==> config.mk <==
export PLATFORM = sky130hd
export DESIGN_NAME = wts_envelope_generator_flat
export DESIGN_NICKNAME = d
export VERILOG_FILES = /design/src/rtl/wts_pkg.sv /design/src/rtl/wts_envelope_generator_if.sv /design/src/rtl/wts_env_rate_divider.sv /design/src/rtl/wts_envelope_generator.sv /design/src/flat_wrapper.sv
export SDC_FILE = /design/constraint.sdc
export NUM_CORES = 1
export LEC_CHECK = 0
export ABC_AREA = 1
export CORE_ASPECT_RATIO = 2
export CORE_MARGIN = 4
export CORE_UTILIZATION = 40
export CTS_CLUSTER_DIAMETER = 200
export DETAILED_ROUTE_END_ITERATION = 8
export HOLD_SLACK_MARGIN = 0.06
export SLEW_MARGIN = 30
export SYNTH_ARGS = -nofsm -noshare
export SYNTH_HDL_FRONTEND = slang
export SYNTH_SLANG_ARGS = --single-unit
==> constraint.sdc <==
create_clock -name clk -period 2.7 [get_ports clk]
set_input_delay 0.54 -clock clk [delete_from_list [all_inputs] [get_ports clk]]
set_output_delay 0.54 -clock clk [all_outputs]
set_load 0.1 [all_outputs]
==> src/rtl/wts_pkg.sv <==
// Shared types and constants for the wavetable envelope generator.
// Level is 7 bits (0..127); rates are 4 bits where 0 freezes a phase.
package wts_pkg;

  typedef enum logic [2:0] {
    ST_IDLE    = 3'd0,
    ST_ATTACK  = 3'd1,
    ST_DECAY   = 3'd2,
    ST_SUSTAIN = 3'd3,
    ST_RELEASE = 3'd4
  } wts_state_e;

  localparam int LEVEL_W    = 7;
  localparam int RATE_W     = 4;
  localparam int BYPASS_BIT = 7;

  localparam logic [LEVEL_W-1:0] LEVEL_MAX = 7'd127;
  localparam logic [RATE_W-1:0]  RATE_MAX  = 4'd15;

  // Sustain select maps onto the top four level bits: 0, 8, ... 120.
  function automatic logic [LEVEL_W-1:0] sustain_target(input logic [RATE_W-1:0] sl);
    return {sl, 3'b000};
  endfunction

endpackage

==> src/rtl/wts_envelope_generator_if.sv <==
// Control/register/result bundle between the voice sequencer and the envelope generator.
interface wts_envelope_generator_if;
  import wts_pkg::*;

  logic                tick;
  logic                key_on;
  logic                key_off;
  logic [RATE_W-1:0]   reg_ar;
  logic [RATE_W-1:0]   reg_dr;
  logic [RATE_W-1:0]   reg_rr;
  logic [RATE_W-1:0]   reg_sl;
  logic                reg_env_enable;
  logic [7:0]          envelope;
  logic                active;

  modport master (
    output tick, key_on, key_off,
    output reg_ar, reg_dr, reg_rr, reg_sl, reg_env_enable,
    input  envelope, active
  );

  modport slave (
    input  tick, key_on, key_off,
    input  reg_ar, reg_dr, reg_rr, reg_sl, reg_env_enable,
    output envelope, active
  );

endinterface

==> src/rtl/wts_env_rate_divider.sv <==
// Tick prescaler: a step fires on the tick that finds the counter at or above 15 - rate.
// Rate 0 holds the counter and never steps; clear wins over any coincident tick.
module wts_env_rate_divider
  import wts_pkg::*;
(
  input  logic              clk,
  input  logic              reset,
  input  logic              tick,
  input  logic              clear,
  input  logic [RATE_W-1:0] rate,
  output logic              step
);

  logic [RATE_W-1:0] cnt;
  logic [RATE_W-1:0] limit;
  logic              live;
  logic              terminal;

  assign limit    = RATE_MAX - rate;
  assign live     = tick && !clear && (rate != '0);
  // ">=" rather than "==" so a rate raised mid-count still steps on the next tick.
  assign terminal = (cnt >= limit);
  assign step     = live && terminal;

  always_ff @(posedge clk or posedge reset) begin
    if (reset) begin
      cnt <= '0;
    end else if (clear) begin
      cnt <= '0;
    end else if (live) begin
      cnt <= terminal ? '0 : cnt + RATE_W'(1);
    end
  end

endmodule

==> src/rtl/wts_envelope_generator.sv <==
// ADSR envelope generator: 7-bit level driven by per-phase rate dividers, bypass flag in bit 7.
//   state      | meaning
//   ST_IDLE    | no note, level 0, active low
//   ST_ATTACK  | level rises toward 127 at reg_ar
//   ST_DECAY   | level falls toward {reg_sl,000} at reg_dr
//   ST_SUSTAIN | level held, ticks ignored
//   ST_RELEASE | level falls toward 0 at reg_rr
module wts_envelope_generator
  import wts_pkg::*;
(
  input logic                    clk,
  input logic                    reset,
  wts_envelope_generator_if.slave bus
);

  wts_state_e         state, state_nxt;
  logic [LEVEL_W-1:0] level, level_nxt;
  logic [LEVEL_W-1:0] target;
  logic [RATE_W-1:0]  rate_sel;
  logic               clear;
  logic               step;
  logic               release_ok;
  logic [7:0]         env_q;
  logic               active_q;

  assign target     = sustain_target(bus.reg_sl);
  assign release_ok = (state == ST_ATTACK) || (state == ST_DECAY) || (state == ST_SUSTAIN);
  assign clear      = bus.key_on || (bus.key_off && release_ok);

  always_comb begin
    rate_sel = '0;
    case (state)
      ST_ATTACK:  rate_sel = bus.reg_ar;
      ST_DECAY:   rate_sel = bus.reg_dr;
      ST_RELEASE: rate_sel = bus.reg_rr;
      default:    rate_sel = '0;
    endcase
  end

  wts_env_rate_divider u_div (
    .clk   (clk),
    .reset (reset),
    .tick  (bus.tick),
    .clear (clear),
    .rate  (rate_sel),
    .step  (step)
  );

  always_comb begin
    state_nxt = state;
    level_nxt = level;
    if (bus.key_on) begin
      state_nxt = ST_ATTACK;
      level_nxt = '0;
    end else if (bus.key_off && release_ok) begin
      state_nxt = ST_RELEASE;
    end else begin
      case (state)
        ST_ATTACK: begin
          if (step) begin
            if (level >= LEVEL_MAX - LEVEL_W'(1)) begin
              level_nxt = LEVEL_MAX;
              state_nxt = ST_DECAY;
            end else begin
              level_nxt = level + LEVEL_W'(1);
            end
          end
        end
        ST_DECAY: begin
          // Already at or under the sustain point: settle without waiting for a tick.
          if (level <= target) begin
            state_nxt = ST_SUSTAIN;
          end else if (step) begin
            level_nxt = level - LEVEL_W'(1);
            if (level - LEVEL_W'(1) == target) state_nxt = ST_SUSTAIN;
          end
        end
        ST_RELEASE: begin
          if (level == '0) begin
            state_nxt = ST_IDLE;
          end else if (step) begin
            level_nxt = level - LEVEL_W'(1);
            if (level == LEVEL_W'(1)) state_nxt = ST_IDLE;
          end
        end
        default: begin
          state_nxt = state;
          level_nxt = level;
        end
      endcase
    end
  end

  always_ff @(posedge clk or posedge reset) begin
    if (reset) begin
      state    <= ST_IDLE;
      level    <= '0;
      env_q    <= 8'h00;
      active_q <= 1'b0;
    end else begin
      state    <= state_nxt;
      level    <= level_nxt;
      env_q    <= {~bus.reg_env_enable, level};
      active_q <= (state_nxt != ST_IDLE);
    end
  end

  assign bus.envelope = env_q;
  assign bus.active   = active_q;

endmodule

==> src/flat_wrapper.sv <==
// flat-port wrapper written by rule: the top's interface ports become plain ports
module wts_envelope_generator_flat import wts_pkg::*;
  (clk, reset, bus_tick, bus_key_on, bus_key_off, bus_reg_ar, bus_reg_dr, bus_reg_rr, bus_reg_sl, bus_reg_env_enable, bus_envelope, bus_active);
  wts_envelope_generator_if bus_i ();
  input logic clk;
  input logic reset;
  input wire logic [$bits(bus_i.tick)-1:0] bus_tick;
  input wire logic [$bits(bus_i.key_on)-1:0] bus_key_on;
  input wire logic [$bits(bus_i.key_off)-1:0] bus_key_off;
  input wire logic [$bits(bus_i.reg_ar)-1:0] bus_reg_ar;
  input wire logic [$bits(bus_i.reg_dr)-1:0] bus_reg_dr;
  input wire logic [$bits(bus_i.reg_rr)-1:0] bus_reg_rr;
  input wire logic [$bits(bus_i.reg_sl)-1:0] bus_reg_sl;
  input wire logic [$bits(bus_i.reg_env_enable)-1:0] bus_reg_env_enable;
  output wire logic [$bits(bus_i.envelope)-1:0] bus_envelope;
  output wire logic [$bits(bus_i.active)-1:0] bus_active;
  assign bus_i.tick = bus_tick;
  assign bus_i.key_on = bus_key_on;
  assign bus_i.key_off = bus_key_off;
  assign bus_i.reg_ar = bus_reg_ar;
  assign bus_i.reg_dr = bus_reg_dr;
  assign bus_i.reg_rr = bus_reg_rr;
  assign bus_i.reg_sl = bus_reg_sl;
  assign bus_i.reg_env_enable = bus_reg_env_enable;
  assign bus_envelope = bus_i.envelope;
  assign bus_active = bus_i.active;
  wts_envelope_generator u_core (.clk(clk), .reset(reset), .bus(bus_i));
endmodule
==> impl_summary.txt <==
----------------------------------------------------
[Min path]
  Depth of the worst hold-timing path ... 0
  Worst Hold Class ... register to register
  Startpoint of the worst hold path ... u_core.level[4]

[STA]
  Setup repair after global routing missed its margin ... false
  Final setup skew ... 6.08 ps
  Count of endpoints failing hold in the final timing report ... 0
  Relative slew margins ... 70.4%
  Minimum period implied by the final worst setup slack ... 2370 ps
  Final setup fails ... 0
  Worst slew pin tran ... 444 ps
  Setup tns final ... 0 ps
  Final cycle utilization of the critical path ... 87.7%
  Maximum operating frequency ... roughly 420 MHz
  Slew Viols, Final ... 0

[Route]
  Via count ... ~1600
  Number of design-rule violations left by the first detailed-router iteration ... 29
  Number of DRC violations after detailed routing ... 0
  Average wire per cell in the routed design ... 15.1 um
  First drt pass iteration count ... 4
  Remaining antenna violation count after routing ... 0
  Sum of routed wire length over all layers ... 4.72 mm
  Mean number of vias per cell ... 5.11

[Place]
  Half-perimeter wire length of the detailed placement result ... 3.94 mm
  Post-DP Area ... 0.00210 sq mm
  Routability congestion estimate ... roughly 0.95
  Port buffer count ... 30

[Run]
  Max Cap Violations ... 0

[Floorplanning]
  Initial standard-cell utilization of the core ... 41.9%
  Die width ... 54.7 um
  Core region area ... 0.00417 sq mm
  Die Outline Area ... 0.00555 sq mm
  Core Rows ... 33
  Die Height ... 101 um
  Count of pins on the block boundary ... 31

[Final layout]
  Footprint of the multi-input gates ... roughly 1000 sq um
  Most frequent cells in the layout ... sky130_fd_sc_hd__inv_1 (36), sky130_fd_sc_hd__nand2_1 (32), sky130_fd_sc_hd__nand3_1 (25)
  Filler Cells Inserted ... 447
  Syn-to-layout area delta ... 22.9%
  Nets ... 298
  Layout Cell Area excl Fill ... ~0.0021 sq mm
  Ratio of cells with drive above 1 in the final layout ... 14.2%
  Sequential Area ... approximately 580 sq um
  Most common cell after layout, fill and taps aside ... sky130_fd_sc_hd__inv_1
  Antenna diode instance count ... 0

[Setup path]
  Largest stage delay on the critical path ... 490 ps
  CP dominant cell by count ... sky130_fd_sc_hd__nand3_1
  Dominant delay contributor by cell family on the critical path ... simple AND/OR/NAND/NOR gates
  Setup slack, reg-to-reg ... 330 ps
  Ordered list of cells on the worst path ... nor2_2, nand3_1, nand3_1, inv_1, ha_1, o21bai_1, nand3_1, nand3_1, nand3_2, o21ai_1, nand2_1, a21oi_1, nand2_1
  Arrival time of data at the critical path endpoint ... 2530 ps
  R2r startpoint ... u_core.state[0]
  Worst R2R Path Depth ... 13
  Critical-path maximum fanout ... 7
  Worst setup path startpoint ... u_core.state[0]
  Required time of the critical path ... 2860 ps
  Kind of critical path ... register to register
  Master of the slowest instance on the critical path ... sky130_fd_sc_hd__dfrtp_1
  Critical Path Sink Type ... register
  Levels on crit path ... 13
  Bufs and invs on worst path ... 1
  Element type at the critical path start ... register

[Yosys]
  Post-synth top flop ... sky130_fd_sc_hd__dfrtp_1
  Number of synthesis warnings ... 0
  Part of the Yosys area used for sequential elements ... about a third
  Synth cell types ... 32
  Yosys reg bits ... 23
  Syn nets ... approximately 260
  Count of mapped cells out of synthesis ... 226
  Avg Cell Area, Syn ... 7.73 sq um
  Netlist Area Pre-Place ... between 0.0015 and 0.002 sq mm
  Number of synthesized flops with an enable pin ... 0
  Share of flip-flops with an asynchronous set or reset ... 100%

[Clock tree]
  Worst-skew pair later-pin latency ... 270 ps
  Number of CTS-inserted buffers ... 3
  Maximum buffer depth of the clock tree ... 2
  Quantity of gates resized following cts ... 0
  Post-CTS Repair Setup Buffers ... 0
  Total number of clock tree sinks ... 23
  Htree depth ... 1
  Clock Tree Root ... sky130_fd_sc_hd__clkbuf_8
  Clock tree from TritonCTS ... done
  Count of hold buffers inserted by post-cts repair ... 0
  Clock-pin transition on the worst setup and hold timing paths ... 90 ps

[Pwr]
  Worst vdd rail ir drop ... 0.369 mV
  Clock network power share ... 17.6%
  Sequential group share of total power ... 33.4%
  Sw Ratio ... a little under half
  Combinational Power Share ... 49.1%
  Power per Cell Area ... ~590 mW/mm^2
  Pleak ... 1.07 nW
  Switching power ... 0.579 mW
  Internal power consumption ... 0.686 mW

[Global route]
  Gr ovfl total ... 0
  First-pass GRT wire length ... around 7.4 mm
  Pin count of the biggest net entering global routing ... 15
  GRT Overall Usage ... between 10% and 20%
  Antenna violations before repair ... 0
  Via count of the first global-routing pass ... 1611

[Outcome]
  Result of the run ... finished, final reports clean

----------------------------------------------------
## power groups by stage
stage	Combinational, mW	Sequential (mW)	Clock [mW]
after floorplan	0.422	0.458	0
after global placement	0.621	0.430	0
after detailed placement	0.622	0.429	0
after CTS	0.623	0.422	0.231
after global routing	0.697	0.426	0.243
final	0.620	0.422	0.222
## synth_stat cells (2+ instances only)
cell type / number / area, sq um
sky130_fd_sc_hd__o21bai_1: 2 / 15.0
sky130_fd_sc_hd__nor2_1: 18 / 67.6
sky130_fd_sc_hd__nand2_2: 3 / 18.8
sky130_fd_sc_hd__inv_2: 3 / 11.3
sky130_fd_sc_hd__nor2_4: 3 / 33.8
sky130_fd_sc_hd__buf_2: 2 / 10.0
sky130_fd_sc_hd__nand2_1: 32 / 120
sky130_fd_sc_hd__nand3_2: 3 / 30.0
sky130_fd_sc_hd__ha_1: 14 / 175
sky130_fd_sc_hd__inv_1: 36 / 135
sky130_fd_sc_hd__a21oi_1: 10 / 50.1
sky130_fd_sc_hd__o21ai_1: 2 / 10.0
sky130_fd_sc_hd__xor2_1: 6 / 52.6
sky130_fd_sc_hd__nor3_2: 2 / 20.0
sky130_fd_sc_hd__nand4_1: 8 / 50.1
sky130_fd_sc_hd__o22ai_1: 11 / 68.8
sky130_fd_sc_hd__o21ai_0: 7 / 35.0
sky130_fd_sc_hd__dfrtp_1: 23 / 576
sky130_fd_sc_hd__nor3_1: 2 / 10.0
sky130_fd_sc_hd__nand3_1: 25 / 125
sky130_fd_sc_hd__nor2_2: 3 / 18.8
## layer usage
| metal | routed length, um | GRT usage (%) | share of wire, % |
|---|---|---|---|
| met5 | 0 | 0 | 0 |
| met4 | 191 | 9.02 | 4.0 |
| met3 | 119 | 1.62 | 2.5 |
| met2 | 2870 | 36.7 | 61 |
| met1 | 1540 | 17.2 | 33 |
## cell families (layout without fill, tap and decap cells)
| family | count (synthesis) | in the layout | share of synthesized area [%] |
|---|---|---|---|
| AO/OA/AOI/OAI | 36 | 36 | 12.0 |
| XOR/XNOR | 8 | 8 | 4.87 |
| adder cells (fa/ha/maj) | 14 | 14 | 10.0 |
| buffers and inverters | 43 | 78 | 9.81 |
| flip-flops | 23 | 23 | 33.0 |
| AND/OR/NAND/NOR | 102 | 102 | 30.3 |
## per-stage QoR
stage	setup slack (ps)	cells	util [%]	power (mW)	hold slack, ps
final	333	313	51.5	1.26	517
after global routing	46.6	313	51.5	1.37	537
after CTS	327	313	51.5	1.28	521
after detailed placement	108	309	50.3	1.05	500
after global placement	124	309	50.3	1.05	497
after floorplan	740	226	-	0.880	349
## sequential cells by signal (all words and copies together), names as in the netlist
signal / count
u_core.level: 7
u_core.state: 3
u_core.bus.active: 1
u_core.bus.envelope: 8
u_core.u_div.cnt: 4
## path summary, 6_finish.rpt
check	end
max in group asynchronous	u_core.level[6]
setup reg to reg	u_core.bus.active
hold reg to reg	u_core.bus.envelope[4]
setup / recovery	u_core.bus.active
min in group asynchronous	u_core.u_div.cnt[1]
hold / removal	u_core.bus.envelope[4]
## area by class of cell
class | instances | area share, %
repair buffers | 34 | 14.3
flip-flops and latches | 23 | 26.8
inverters | 40 | 6.99
multi-input cells | 160 | 46.6
clock inverters | 1 | 0.350
clock buffers | 3 | 1.92
well taps | 52 | 3.03
(Power assumes the default switching activity.)
